[src/rtl/prog_loader_pkg.sv]
// Shared types and constants for the program/data loader.
// Default geometry matches the CPU build this loader feeds.
package prog_loader_pkg;

   localparam int unsigned BYTE_W        = 8;
   localparam int unsigned INST_LEN_DEF  = 12;
   localparam int unsigned INST_CAP_DEF  = 20;
   localparam int unsigned IADDR_LEN_DEF = 5;
   localparam int unsigned DATA_LEN_DEF  = 8;
   localparam int unsigned ADDR_LEN_DEF  = 8;
   localparam int unsigned MEM_SIZE_DEF  = 256;

   // Instruction words arrive as a high byte carrying the top bits, then a low byte.
   localparam int unsigned INST_HI_W = INST_LEN_DEF - BYTE_W;

   typedef enum logic [2:0] {
      ST_IDLE,
      ST_INST_HI,
      ST_INST_LO,
      ST_DATA,
      ST_DONE
   } ld_state_e;

endpackage

[src/rtl/prog_loader_if.sv]
// Host stream, memory write ports and CPU control of the loader.
// master = host/test side, slave = loader.
interface prog_loader_if
   import prog_loader_pkg::*;
#(
   parameter int unsigned INST_LEN  = INST_LEN_DEF,
   parameter int unsigned IADDR_LEN = IADDR_LEN_DEF,
   parameter int unsigned DATA_LEN  = DATA_LEN_DEF,
   parameter int unsigned ADDR_LEN  = ADDR_LEN_DEF
) ();

   logic                 start;
   logic [BYTE_W-1:0]    in_data;
   logic                 in_valid;
   logic                 in_ready;
   logic                 inst_we;
   logic [IADDR_LEN-1:0] inst_addr;
   logic [INST_LEN-1:0]  inst_wdata;
   logic                 mem_we;
   logic [ADDR_LEN-1:0]  mem_addr;
   logic [DATA_LEN-1:0]  mem_wdata;
   logic                 cpu_rstn;
   logic                 busy;
   logic                 done;

   modport master (
      output start, in_data, in_valid,
      input  in_ready, inst_we, inst_addr, inst_wdata, mem_we, mem_addr, mem_wdata,
             cpu_rstn, busy, done
   );

   modport slave (
      input  start, in_data, in_valid,
      output in_ready, inst_we, inst_addr, inst_wdata, mem_we, mem_addr, mem_wdata,
             cpu_rstn, busy, done
   );

endinterface

[src/rtl/prog_loader_ld_counter.sv]
// Up-counter with synchronous clear, enable and a terminal flag at LIMIT-1.
// Terminal is a compare, so LIMIT == 2**WIDTH never relies on wrap-around.
module ld_counter #(
   parameter int unsigned WIDTH = 8,
   parameter int unsigned LIMIT = 256
) (
   input  logic             clk_i,
   input  logic             clr_i,
   input  logic             en_i,
   output logic [WIDTH-1:0] cnt_o,
   output logic             tc_o
);

   logic [WIDTH-1:0] cnt_q, cnt_d;

   always_comb begin
      cnt_d = cnt_q;
      if (clr_i) begin
         cnt_d = '0;
      end else if (en_i) begin
         cnt_d = cnt_q + 1'b1;
      end
   end

   always_ff @(posedge clk_i) begin
      cnt_q <= cnt_d;
   end

   assign cnt_o = cnt_q;
   assign tc_o  = (cnt_q == WIDTH'(LIMIT - 1));

endmodule

[src/rtl/prog_loader.sv]
// Runtime loader: streams INST_CAP instruction words then MEM_SIZE data bytes
// into memory, holding the CPU in reset until the last byte is written.
module prog_loader
   import prog_loader_pkg::*;
#(
   parameter int unsigned INST_LEN  = INST_LEN_DEF,
   parameter int unsigned INST_CAP  = INST_CAP_DEF,
   parameter int unsigned IADDR_LEN = IADDR_LEN_DEF,
   parameter int unsigned DATA_LEN  = DATA_LEN_DEF,
   parameter int unsigned ADDR_LEN  = ADDR_LEN_DEF,
   parameter int unsigned MEM_SIZE  = MEM_SIZE_DEF
) (
   input  logic           clk,
   input  logic           rst,
   prog_loader_if.slave   bus
);

   localparam int unsigned HI_W = INST_LEN - BYTE_W;

   ld_state_e            state_q, state_d;
   logic [HI_W-1:0]      hi_q, hi_d;
   logic                 inst_we_q, inst_we_d;
   logic [IADDR_LEN-1:0] inst_addr_q, inst_addr_d;
   logic [INST_LEN-1:0]  inst_wdata_q, inst_wdata_d;
   logic                 mem_we_q, mem_we_d;
   logic [ADDR_LEN-1:0]  mem_addr_q, mem_addr_d;
   logic [DATA_LEN-1:0]  mem_wdata_q, mem_wdata_d;
   logic                 cpu_rstn_q, cpu_rstn_d;
   logic                 done_q, done_d;

   logic                 loading, accept, pend, restart;
   logic [IADDR_LEN-1:0] inst_idx;
   logic [ADDR_LEN-1:0]  data_idx;
   logic                 inst_tc, data_tc;

   assign loading = (state_q == ST_INST_HI) || (state_q == ST_INST_LO) || (state_q == ST_DATA);
   assign accept  = bus.in_valid & loading;
   assign pend    = inst_we_q | mem_we_q;
   // A final strobe still in flight counts as busy, so start is ignored until it retires.
   assign restart = bus.start & ~loading & ~pend;

   ld_counter #(.WIDTH(IADDR_LEN), .LIMIT(INST_CAP)) u_inst_cnt (
      .clk_i (clk),
      .clr_i (rst | restart),
      .en_i  (accept && (state_q == ST_INST_LO)),
      .cnt_o (inst_idx),
      .tc_o  (inst_tc)
   );

   ld_counter #(.WIDTH(ADDR_LEN), .LIMIT(MEM_SIZE)) u_data_cnt (
      .clk_i (clk),
      .clr_i (rst | restart),
      .en_i  (accept && (state_q == ST_DATA)),
      .cnt_o (data_idx),
      .tc_o  (data_tc)
   );

   always_comb begin
      state_d      = state_q;
      hi_d         = hi_q;
      inst_we_d    = 1'b0;
      inst_addr_d  = inst_addr_q;
      inst_wdata_d = inst_wdata_q;
      mem_we_d     = 1'b0;
      mem_addr_d   = mem_addr_q;
      mem_wdata_d  = mem_wdata_q;
      cpu_rstn_d   = cpu_rstn_q;
      done_d       = done_q;

      if (restart) begin
         state_d    = ST_INST_HI;
         cpu_rstn_d = 1'b0;
         done_d     = 1'b0;
      end

      case (state_q)
         ST_INST_HI: begin
            if (accept) begin
               hi_d    = bus.in_data[HI_W-1:0];
               state_d = ST_INST_LO;
            end
         end
         ST_INST_LO: begin
            if (accept) begin
               inst_we_d    = 1'b1;
               inst_addr_d  = inst_idx;
               inst_wdata_d = {hi_q, bus.in_data};
               state_d      = inst_tc ? ST_DATA : ST_INST_HI;
            end
         end
         ST_DATA: begin
            if (accept) begin
               mem_we_d    = 1'b1;
               mem_addr_d  = data_idx;
               mem_wdata_d = DATA_LEN'(bus.in_data);
               state_d     = data_tc ? ST_DONE : ST_DATA;
            end
         end
         ST_DONE: begin
            if (!restart) begin
               cpu_rstn_d = 1'b1;
               done_d     = 1'b1;
            end
         end
         default: ;
      endcase
   end

   always_ff @(posedge clk) begin
      if (rst) begin
         state_q      <= ST_IDLE;
         hi_q         <= '0;
         inst_we_q    <= 1'b0;
         inst_addr_q  <= '0;
         inst_wdata_q <= '0;
         mem_we_q     <= 1'b0;
         mem_addr_q   <= '0;
         mem_wdata_q  <= '0;
         cpu_rstn_q   <= 1'b0;
         done_q       <= 1'b0;
      end else begin
         state_q      <= state_d;
         hi_q         <= hi_d;
         inst_we_q    <= inst_we_d;
         inst_addr_q  <= inst_addr_d;
         inst_wdata_q <= inst_wdata_d;
         mem_we_q     <= mem_we_d;
         mem_addr_q   <= mem_addr_d;
         mem_wdata_q  <= mem_wdata_d;
         cpu_rstn_q   <= cpu_rstn_d;
         done_q       <= done_d;
      end
   end

   assign bus.in_ready   = loading;
   assign bus.busy       = loading | pend;
   assign bus.inst_we    = inst_we_q;
   assign bus.inst_addr  = inst_addr_q;
   assign bus.inst_wdata = inst_wdata_q;
   assign bus.mem_we     = mem_we_q;
   assign bus.mem_addr   = mem_addr_q;
   assign bus.mem_wdata  = mem_wdata_q;
   assign bus.cpu_rstn   = cpu_rstn_q;
   assign bus.done       = done_q;

endmodule

[src/flat_wrapper.sv]
// flat-port wrapper written by rule: the top's interface ports become plain ports
module prog_loader_flat import prog_loader_pkg::*;
#(
   parameter int unsigned INST_LEN  = INST_LEN_DEF,
   parameter int unsigned INST_CAP  = INST_CAP_DEF,
   parameter int unsigned IADDR_LEN = IADDR_LEN_DEF,
   parameter int unsigned DATA_LEN  = DATA_LEN_DEF,
   parameter int unsigned ADDR_LEN  = ADDR_LEN_DEF,
   parameter int unsigned MEM_SIZE  = MEM_SIZE_DEF
)
  (clk, rst, bus_start, bus_in_data, bus_in_valid, bus_in_ready, bus_inst_we, bus_inst_addr, bus_inst_wdata, bus_mem_we, bus_mem_addr, bus_mem_wdata, bus_cpu_rstn, bus_busy, bus_done);
  prog_loader_if #(.INST_LEN(INST_LEN), .IADDR_LEN(IADDR_LEN), .DATA_LEN(DATA_LEN), .ADDR_LEN(ADDR_LEN)) bus_i ();
  input  logic clk;
  input  logic rst;
  input wire logic [$bits(bus_i.start)-1:0] bus_start;
  input wire logic [$bits(bus_i.in_data)-1:0] bus_in_data;
  input wire logic [$bits(bus_i.in_valid)-1:0] bus_in_valid;
  output wire logic [$bits(bus_i.in_ready)-1:0] bus_in_ready;
  output wire logic [$bits(bus_i.inst_we)-1:0] bus_inst_we;
  output wire logic [$bits(bus_i.inst_addr)-1:0] bus_inst_addr;
  output wire logic [$bits(bus_i.inst_wdata)-1:0] bus_inst_wdata;
  output wire logic [$bits(bus_i.mem_we)-1:0] bus_mem_we;
  output wire logic [$bits(bus_i.mem_addr)-1:0] bus_mem_addr;
  output wire logic [$bits(bus_i.mem_wdata)-1:0] bus_mem_wdata;
  output wire logic [$bits(bus_i.cpu_rstn)-1:0] bus_cpu_rstn;
  output wire logic [$bits(bus_i.busy)-1:0] bus_busy;
  output wire logic [$bits(bus_i.done)-1:0] bus_done;
  assign bus_i.start = bus_start;
  assign bus_i.in_data = bus_in_data;
  assign bus_i.in_valid = bus_in_valid;
  assign bus_in_ready = bus_i.in_ready;
  assign bus_inst_we = bus_i.inst_we;
  assign bus_inst_addr = bus_i.inst_addr;
  assign bus_inst_wdata = bus_i.inst_wdata;
  assign bus_mem_we = bus_i.mem_we;
  assign bus_mem_addr = bus_i.mem_addr;
  assign bus_mem_wdata = bus_i.mem_wdata;
  assign bus_cpu_rstn = bus_i.cpu_rstn;
  assign bus_busy = bus_i.busy;
  assign bus_done = bus_i.done;
  prog_loader #(.INST_LEN(INST_LEN), .INST_CAP(INST_CAP), .IADDR_LEN(IADDR_LEN), .DATA_LEN(DATA_LEN), .ADDR_LEN(ADDR_LEN), .MEM_SIZE(MEM_SIZE)) u_core (.clk(clk), .rst(rst), .bus(bus_i));
endmodule
[config.mk]
export PLATFORM = sky130hd
export DESIGN_NAME = prog_loader_flat
export DESIGN_NICKNAME = d
export VERILOG_FILES = /design/src/rtl/prog_loader_pkg.sv /design/src/rtl/prog_loader_if.sv /design/src/rtl/prog_loader_ld_counter.sv /design/src/rtl/prog_loader.sv /design/src/flat_wrapper.sv
export SDC_FILE = /design/constraint.sdc
export NUM_CORES = 1
export LEC_CHECK = 0
export BUFFER_PORTS_ARGS = -buffer_cell sky130_fd_sc_hd__buf_2
export CAP_MARGIN = 20
export CORE_AREA = 5 5 70 72
export CTS_CLUSTER_DIAMETER = 40
export CTS_CLUSTER_SIZE = 20
export DETAILED_ROUTE_END_ITERATION = 10
export DIE_AREA = 0 0 75 77
export PLACE_DENSITY_LB_ADDON = 0.12
export SETUP_SLACK_MARGIN = 0.05
export SLEW_MARGIN = 15
export SYNTH_ARGS = -nofsm -noshare
export SYNTH_HDL_FRONTEND = slang
export SYNTH_SLANG_ARGS = --single-unit
[constraint.sdc]
create_clock -name clk -period 3.4 [get_ports clk]
set_input_delay 0 -clock clk [delete_from_list [all_inputs] [get_ports clk]]
set_output_delay 0 -clock clk [all_outputs]
set_load 0.01 [all_outputs]
==> results summary, run 1 <==
The region available for standard cell placement spans 4234 sq um. The root buffer cell chosen for the clock tree is sky130_fd_sc_hd__clkbuf_8. The worst vdd rail ir drop is 277.5 uV. Setup repair after global routing left no endpoint under its margin.

The post-layout minimum cycle time came out at 1.937 ns. Counting every net in the synthesized netlist gives 281. The slew at the pin closest to its max-slew limit is 0.8110 ns. In this run, synthesis produced a sequential element count of 57. The CTS tree is done.

The number of placed I/O pins is 51. The detail route stage leaves a number of antenna-violating nets equal to 0. The number of distinct standard cells referenced by the synthesized netlist came out at 33.

The later pin in the worst-skew pair is clocked with a latency of 0.33 ns. The clock passes through at most 2 buffers. The clock tree synthesis step divided the H-tree into 3 levels.

For the worst setup path, the data arrival time is 2.20 ns. The clock transition time at the flip-flop clock pins of the worst setup and hold paths came out at 0.06 ns. The critical path goes through nand4bb_1 > or3_1 > a21oi_1.

Compared with the post-synthesis result, the final layout area differs by 21.92%. Counting the fill cells in the layout gives 375. The worst slew margin relative to its limit is 0.4593. The total number of yosys warnings came out at 0.

The leakage power of the design is 1.087 nW. The number of vias in the routed layout came out at 1966. The die outline area is 5775 sq um.

The routed wire length per instance came out at 13.33 microns. The count of standard-cell rows came out at 24. The DRC violation count after routing came out at 0. The total clock buffers created by CTS is 9. In this run the horizontal extent of the chip is 75 microns. STA puts the critical path data required time at 3.66 ns. The worst setup path is launched from a register. The first global-routing pass estimated 8576 microns of wire. The via count of the first global-routing pass came out at 1856.

The number of buffers added on ports came out at 50. The number of hold violations in the final report came out at 0. The final routed wirelength across all metal layers came out at 5025 microns. The number of antenna repair diodes came out at 0.

The remaining global-route overflow is 0. The worst hold path belongs to the class in2reg. The pin count of the biggest net entering global routing is 46. Post-CTS repair changed the size of 0 cells. The worst hold margin came out at 0.1560 ns. The critical path start-end classification is reg2reg. Along the worst path, the maximum fanout reaches 19. Once detailed placement completed, the half-perimeter wirelength came to 3205 microns. The max-cap violation count is 0. The count of clock tree sinks came out at 57. The post-synthesis area per instance is 8.360 sq um. The final number of setup-violating endpoints came out at 0.

The largest stage delay on the critical path came out at 0.63 ns. Power spread over the standard cell area amounts to 482.3 nW/um^2. Dividing the detail-routed via count by the number of cells gives 5.215. The sequential cell area fraction in the yosys report is 0.5112. The initial cell density of the core came out at 0.5272.

For this run, the top clock speed supported by timing is 516.4 MHz. The worst setup path is captured at a register. Routability-driven placement finished with a final weighted congestion of 0.7759. The worst setup skew after layout is 0.003046 ns. The buffer count from post-CTS setup fixing is 0. In the final layout, the share of cells above drive strength 1 is 0.2185. The max-slew violation total from the final report is 0. The number of antenna violations at the first check in global routing is 0. Among all stages on the critical path, the largest delay is contributed by sky130_fd_sc_hd__nand4bb_1. The run finished with clean final reports. The violation count after the first detailed-route iteration is 176. After the last flow step, the layout net total stands at 334. Dividing the final minimum period by the clock period gives 0.5696.

The sum of negative setup slack is 0 ns. The synthesized netlist cell count came out at 267. The first TritonRoute pass finished after 4 iterations.

The die boundary height came out at 77 microns. The area of the mapped netlist came out at 2232 sq um. The total routing usage reported by global routing is 0.1912.
## routing by layer
layer / share of wire / global-route usage
met1: 0.48 / 0.2435
met2: 0.45 / 0.2909
met3: 0.051 / 0.05229
met4: 0.021 / 0.09609
met5: 0 / 0
## power breakdown
group          leakage [nW]  switching, mW  internal (mW)  total, mW
clock network        0.0932          0.260          0.301      0.561
logic                 0.534         0.0405         0.0297     0.0702
registers             0.460        0.00723          0.674      0.681
total                  1.09          0.308           1.00       1.31
## synth_stat cells (all sizes together)
master | count | area [sq um]
a21oi | 46 | 230.2
xnor2 | 2 | 17.52
inv | 3 | 11.26
and4b | 1 | 10.01
mux2i | 5 | 50.05
nand4 | 1 | 6.260
dfxtp | 57 | 1141
clkbuf | 7 | 27.52
or3 | 8 | 50.05
a311oi | 2 | 17.52
nor4bb | 2 | 20.02
o21bai | 1 | 7.510
nor2 | 12 | 45.04
nand4b | 1 | 23.77
nor4 | 2 | 12.51
nand4bb | 1 | 11.26
o211ai | 1 | 7.510
nand3 | 6 | 30.03
and4bb | 1 | 12.51
nand2b | 1 | 6.260
o21ba | 1 | 10.01
o31ai | 2 | 15.01
o21ai | 8 | 40.04
buf | 12 | 72.56
nor2b | 2 | 12.51
nand2 | 76 | 285.3
or3b | 1 | 11.26
ha | 2 | 25.02
or4 | 3 | 22.52
## cell usage in the layout (no fill, tap or decap), types with 2 or more instances in the layout
master	instances
sky130_fd_sc_hd__nor2_1	12
sky130_fd_sc_hd__or4_1	3
sky130_fd_sc_hd__nand2_1	76
sky130_fd_sc_hd__a311oi_1	2
sky130_fd_sc_hd__dfxtp_1	57
sky130_fd_sc_hd__clkbuf_1	2
sky130_fd_sc_hd__nor4bb_1	2
sky130_fd_sc_hd__dlygate4sd3_1	8
sky130_fd_sc_hd__buf_4	2
sky130_fd_sc_hd__a21oi_1	46
sky130_fd_sc_hd__nor4_1	2
sky130_fd_sc_hd__or3_1	8
sky130_fd_sc_hd__o21ai_0	8
sky130_fd_sc_hd__buf_2	50
sky130_fd_sc_hd__nor2b_1	2
sky130_fd_sc_hd__ha_1	2
sky130_fd_sc_hd__o31ai_1	2
sky130_fd_sc_hd__clkinv_2	3
sky130_fd_sc_hd__nand3_1	6
sky130_fd_sc_hd__xnor2_1	2
sky130_fd_sc_hd__clkbuf_8	11
sky130_fd_sc_hd__mux2i_1	5
sky130_fd_sc_hd__inv_1	3
## critical path, delay by kind of cell (launching register included)
kind / cells / cell delay [ns]
flip-flops: 1 / 0.53
AND/OR/NAND/NOR: 2 / 1.20
AO/OA/AOI/OAI: 1 / 0.14
## cells by family after synthesis
| group | after synthesis | synth area share |
|---|---|---|
| mux | 5 | 0.02242 |
| xor+xnor | 2 | 0.007849 |
| compound gates | 61 | 0.1469 |
| buf+inv | 22 | 0.04988 |
| fa+ha+maj | 2 | 0.01121 |
| flops | 57 | 0.5112 |
| simple gates | 118 | 0.2506 |
## stage by stage
stage	instances	setup WS, ns	util	power, mW	cell area [sq um]
floorplan	267	2.004	-	0.7381	2232
global placement	351	1.515	0.5798	0.7570	2455
detailed placement	351	1.466	0.5798	0.7572	2455
CTS	375	1.455	0.6398	1.324	2709
global route	377	1.245	0.6427	1.367	2721
finish	377	1.463	0.6427	1.312	2721
## cell type report
class	count	area (sq um)	share of cell area
well taps	52	65.06	0.02391
flip-flops and latches	57	1141	0.4193
inverters	3	11.26	0.004138
clock buffers	13	158.9	0.05839
clock inverters	3	15.01	0.005517
repair buffers	61	350.3	0.1287
multi-input cells	188	979.7	0.3600
## worst paths after layout
| path | slack (ns) | start | to | cells past startpoint |
|---|---|---|---|---|
| setup reg to reg | 1.46 | u_core.state_q[1] | u_core.u_inst_cnt.cnt_o[4] | 3 |
| hold reg to reg | 0.45 | u_core.bus.mem_addr[7] | u_core.bus.mem_addr[7] | 2 |
| hold / removal | 0.16 | bus_in_valid | u_core.state_q[0] | 4 |
| setup / recovery | 1.46 | u_core.state_q[1] | u_core.u_inst_cnt.cnt_o[4] | 3 |
## state kept, by name, summed over array words and instances, names as in the netlist
register / count
u_core.bus.done: 1
u_core.hi_q: 4
u_core.bus.inst_we: 1
u_core.bus.inst_wdata: 12
u_core.bus.cpu_rstn: 1
u_core.bus.mem_addr: 8
u_core.u_inst_cnt.cnt_o: 5
u_core.bus.mem_wdata: 8
u_core.state_q: 3
u_core.bus.mem_we: 1
u_core.u_data_cnt.cnt_o: 8
u_core.bus.inst_addr: 5
## what timing repair did
item / in CTS / in global routing
hold endpoints to repair: 20 / 0
hold buffers: 8 / 0
setup endpoints to repair: 0 / 0
No activity file was read; power rests on OpenSTA's default activity.
==> run 2, diff against run 1 <==
--- a/config.mk
+++ b/config.mk
@@ -5,13 +5,14 @@
 export SDC_FILE = /design/constraint.sdc
 export NUM_CORES = 1
 export LEC_CHECK = 0
+export ABC_AREA = 1
 export BUFFER_PORTS_ARGS = -buffer_cell sky130_fd_sc_hd__buf_2
 export CAP_MARGIN = 20
-export CORE_AREA = 5 5 70 72
+export CORE_AREA = 5 5 75 77
 export CTS_CLUSTER_DIAMETER = 40
 export CTS_CLUSTER_SIZE = 20
 export DETAILED_ROUTE_END_ITERATION = 10
-export DIE_AREA = 0 0 75 77
+export DIE_AREA = 0 0 80 82
 export PLACE_DENSITY_LB_ADDON = 0.12
 export SETUP_SLACK_MARGIN = 0.05
 export SLEW_MARGIN = 15
==> constraint.sdc (replaced) <==
create_clock -name clk -period 1.75 [get_ports clk]
set_input_delay 0 -clock clk [delete_from_list [all_inputs] [get_ports clk]]
set_output_delay 0 -clock clk [all_outputs]
set_load 0.01 [all_outputs]
==> results summary, run 2 <==
The number of hold violations in the final report is 0. The pin count of the biggest net entering global routing is 23. The post-DP HPWL came out at 3708 microns.

Based on the critical path, the design can be clocked at up to 694.6 MHz. The fraction of power spent switching nets is 0.2369. The sum of negative setup slack came out at 0 ns. The max-slew violation total from the final report is 0. The post-layout instance area came out at 2835 sq um. The total number of yosys warnings came out at 0.

The die outline area is 6560 sq um. The area of the mapped netlist is 2275 sq um. The post-layout minimum cycle time is 1.440 ns. Cell internal power was estimated by the tool at 2.216 mW. Among all cell types in the netlist, the one instantiated most often is sky130_fd_sc_hd__nand2_1. The global placement routability congestion is 0.7922. The number of enable-type register cells in the synthesized netlist came out at 0. The synthesized netlist cell count came out at 291. The number of iterations in the first detailed-routing pass is 4. The startpoint class of the critical path is a register. The die boundary height came out at 82 microns.

The number of antenna repair diodes came out at 0. Power spread over the standard cell area amounts to 1024 nW/um^2. No sink is reached through more buffers than the 2 on the longest clock path. The area growth from synthesis to layout is 24.64%.

For this configuration, the core starts out at a cell density of 0.4600. Counting instances in the post-synthesis netlist gives the leading cell types as 59 x sky130_fd_sc_hd__nand2_1, 57 x sky130_fd_sc_hd__dfxtp_1, 52 x sky130_fd_sc_hd__nor2_1, 31 x sky130_fd_sc_hd__a21oi_1, 18 x sky130_fd_sc_hd__inv_1. After the first detailed-routing iteration, the DRC count stood at 124.

Of the post-synthesis cell area, the dominant cell type holds 0.5017. For this run, design rule violations remaining after detail routing come to 0. Leaving out fill and tap cells, the most frequent cell in the layout is sky130_fd_sc_hd__nand2_1. The peak fanout along the critical path came out at 15.

The data arrival time at the worst-slack endpoint is 1.69 ns. The placeable core region came out at 4945 sq um. The routed wire length per instance is 12.39 microns.

Once routing completed, OpenROAD measured the worst setup slack at 0.3103 ns. In this run the worst hold path is classified as in2reg. The flip-flop and latch count after synthesis came out at 57. The buffer count from post-CTS setup fixing came out at 0. The clock drives 57 sinks. The number of placed I/O pins came out at 51.

The count of nets after finishing is 366. The register with the most flip-flops in the layout has 12 of them. The biggest area consumer among synthesized cells is sky130_fd_sc_hd__dfxtp_1.

The floorplan has 26 rows. The number of hold buffers added after cts is 8. The number of nets in the synthesized netlist is 305.

The critical path is of the reg2reg type. The run finished with clean final reports. After synthesis, the mean cell area works out to 7.817 sq um.

The library cell contributing the largest single delay on the critical path is sky130_fd_sc_hd__dfxtp_1. In this run, post-CTS repair resized a total of 0 instances. The remaining global-route overflow is 0.

The combinational group share of total power came out at 0.094. Setup violations remaining at the end of the flow were counted as 0. The first global-routing pass estimated 8638 microns of wire. Sorting the synthesized cells by area gives the leading types as sky130_fd_sc_hd__dfxtp_1 50%, sky130_fd_sc_hd__nand2_1 9.7%, sky130_fd_sc_hd__nor2_1 8.6%, sky130_fd_sc_hd__a21oi_1 6.8%, sky130_fd_sc_hd__inv_1 3.0%. For this run, the register share of the synthesized area comes to 0.5017. The number of antenna-violating nets in the routed design is 0. The root cell of the clock tree is sky130_fd_sc_hd__clkbuf_8.

TritonCTS built the clock tree. For this run, the slowest stage of the critical path takes 0.47 ns. In this run the power spent charging and discharging nets is 0.6880 mW.

STA classifies the critical path endpoint as a register. The leakage power of the design is 1.227 nW. The top cell types in the final layout, fill and taps aside, are 59 x sky130_fd_sc_hd__nand2_1, 57 x sky130_fd_sc_hd__dfxtp_1, 52 x sky130_fd_sc_hd__nor2_1. The number of distinct standard cells referenced by the synthesized netlist came out at 30. Detailed routing inserted a total of 2035 vias.

Wires add up to 5291 microns. The insertion delay to the later sink of the worst-skew pair came out at 0.33 ns. The placed instances occupy a cell area of 2547 sq um. The share of flip-flops with an asynchronous set or reset is 0.

The via count of the first global-routing pass came out at 1895. The number of antenna violations at the first check in global routing is 0. The number of buffers added on ports came out at 50.

The worst hold path passes through 3 cells. The path depth of the worst reg2reg path is 5. The post-route clock period utilization is 0.8227. The sequential share of power came out at 0.474. The average via count per standard cell came out at 4.766. The total clock buffers created by CTS is 9. The worst vdd rail ir drop is 637.7 uV. The dominant synthesized flop cell is sky130_fd_sc_hd__dfxtp_1. In the final layout, the share of cells above drive strength 1 is 0.2269. The die is 80 microns wide. The layout filler cell count came out at 482. The share of total power dissipated in the clock network is 0.432.

The critical path goes through nand3_2 > nor2_8 > buf_4 > o21ai_0 > a21oi_1. Max-cap violations in this run came to 0. The worst slack after detailed placement is 0.3147 ns. Clock-pin slew was measured on the worst setup and hold paths at 0.06 ns. The total routing usage reported by global routing is 0.1718. Setup repair after global routing left no endpoint under its margin. The H-tree level count is 3. The required arrival time at the worst endpoint is 2.01 ns. At the pin with the least slew margin, the transition time is 0.3441 ns.

Between clock sinks in the finished design, the worst skew comes to 0.005025 ns. The worst slew margin relative to its limit came out at 0.7698.
run 2: cell count changes after synthesis, sizes merged, moves of 8 or more:
cell	delta
o21ai	+14
a21oi	-14
inv	+17
or3	-8
nor2	+42
nand3	+9
nand2	-14
run 2: logic make-up (layout without fill, tap and decap cells):
kind of cell | Yosys count | after routing | share of synthesized area
xor+xnor | 3 | 3 | 0.01155
fa+ha+maj | 2 | 2 | 0.01100
flops | 57 | 57 | 0.5016
buf+inv | 33 | 99 | 0.07810
compound gates | 55 | 55 | 0.1249
simple gates | 141 | 141 | 0.2728
run 2: power groups by stage:
| stage | Sequential (mW) | Combinational, mW | Clock [mW] |
|---|---|---|---|
| after CTS | 1.38 | 0.274 | 1.29 |
| after global placement | 1.40 | 0.256 | 0 |
| after global routing | 1.38 | 0.306 | 1.36 |
| after floorplan | 1.41 | 0.164 | 0 |
| after detailed placement | 1.40 | 0.261 | 0 |
| final | 1.38 | 0.272 | 1.26 |
run 2: final cells by class:
class                   instances  area (sq um)  share of cell area
well taps                      70         87.58             0.03089
repair buffers                 62         360.3              0.1271
clock inverters                 2         35.03             0.01236
inverters                      21         82.58             0.02913
multi-input cells             201         955.9              0.3372
clock buffers                  14         172.7             0.06090
flip-flops and latches         57          1141              0.4025
run 2: critical path, delay by kind of cell, from the launching register on:
kind / cells / cell delay (ns)
buffers and inverters: 1 / 0.23
AOI/OAI and AO/OA: 2 / 0.22
and+or+nand+nor: 2 / 0.44
DFF: 1 / 0.47
run 2: metal layers:
layer	wire length, microns	track usage
met1	2502	0.2195
met2	2423	0.2707
met3	271	0.04167
met4	93	0.08615
met5	0	0
run 2: worst paths after layout:
kind | startpoint | endpoint | slack [ns]
worst max-delay path | u_core.state_q[1] | u_core.bus.inst_addr[4] | 0.31
worst min-delay path | bus_in_valid | u_core.bus.mem_addr[6] | 0.04
worst max register to register | u_core.state_q[1] | u_core.bus.inst_addr[4] | 0.31
worst min register to register | u_core.bus.cpu_rstn | u_core.bus.cpu_rstn | 0.45
run 2: stage by stage:
stage / util / instances / hold WS (ns) / power [mW]
3_3_place_gp: 0.5152 / 403 / 0.2645 / 1.660
5_1_grt: 0.5734 / 427 / 0.06811 / 3.043
2_1_floorplan: - / 291 / 0.1349 / 1.576
3_5_place_dp: 0.5152 / 403 / 0.2640 / 1.664
4_1_cts: 0.5734 / 427 / 0.03639 / 2.938
6_report: 0.5734 / 427 / 0.04065 / 2.904
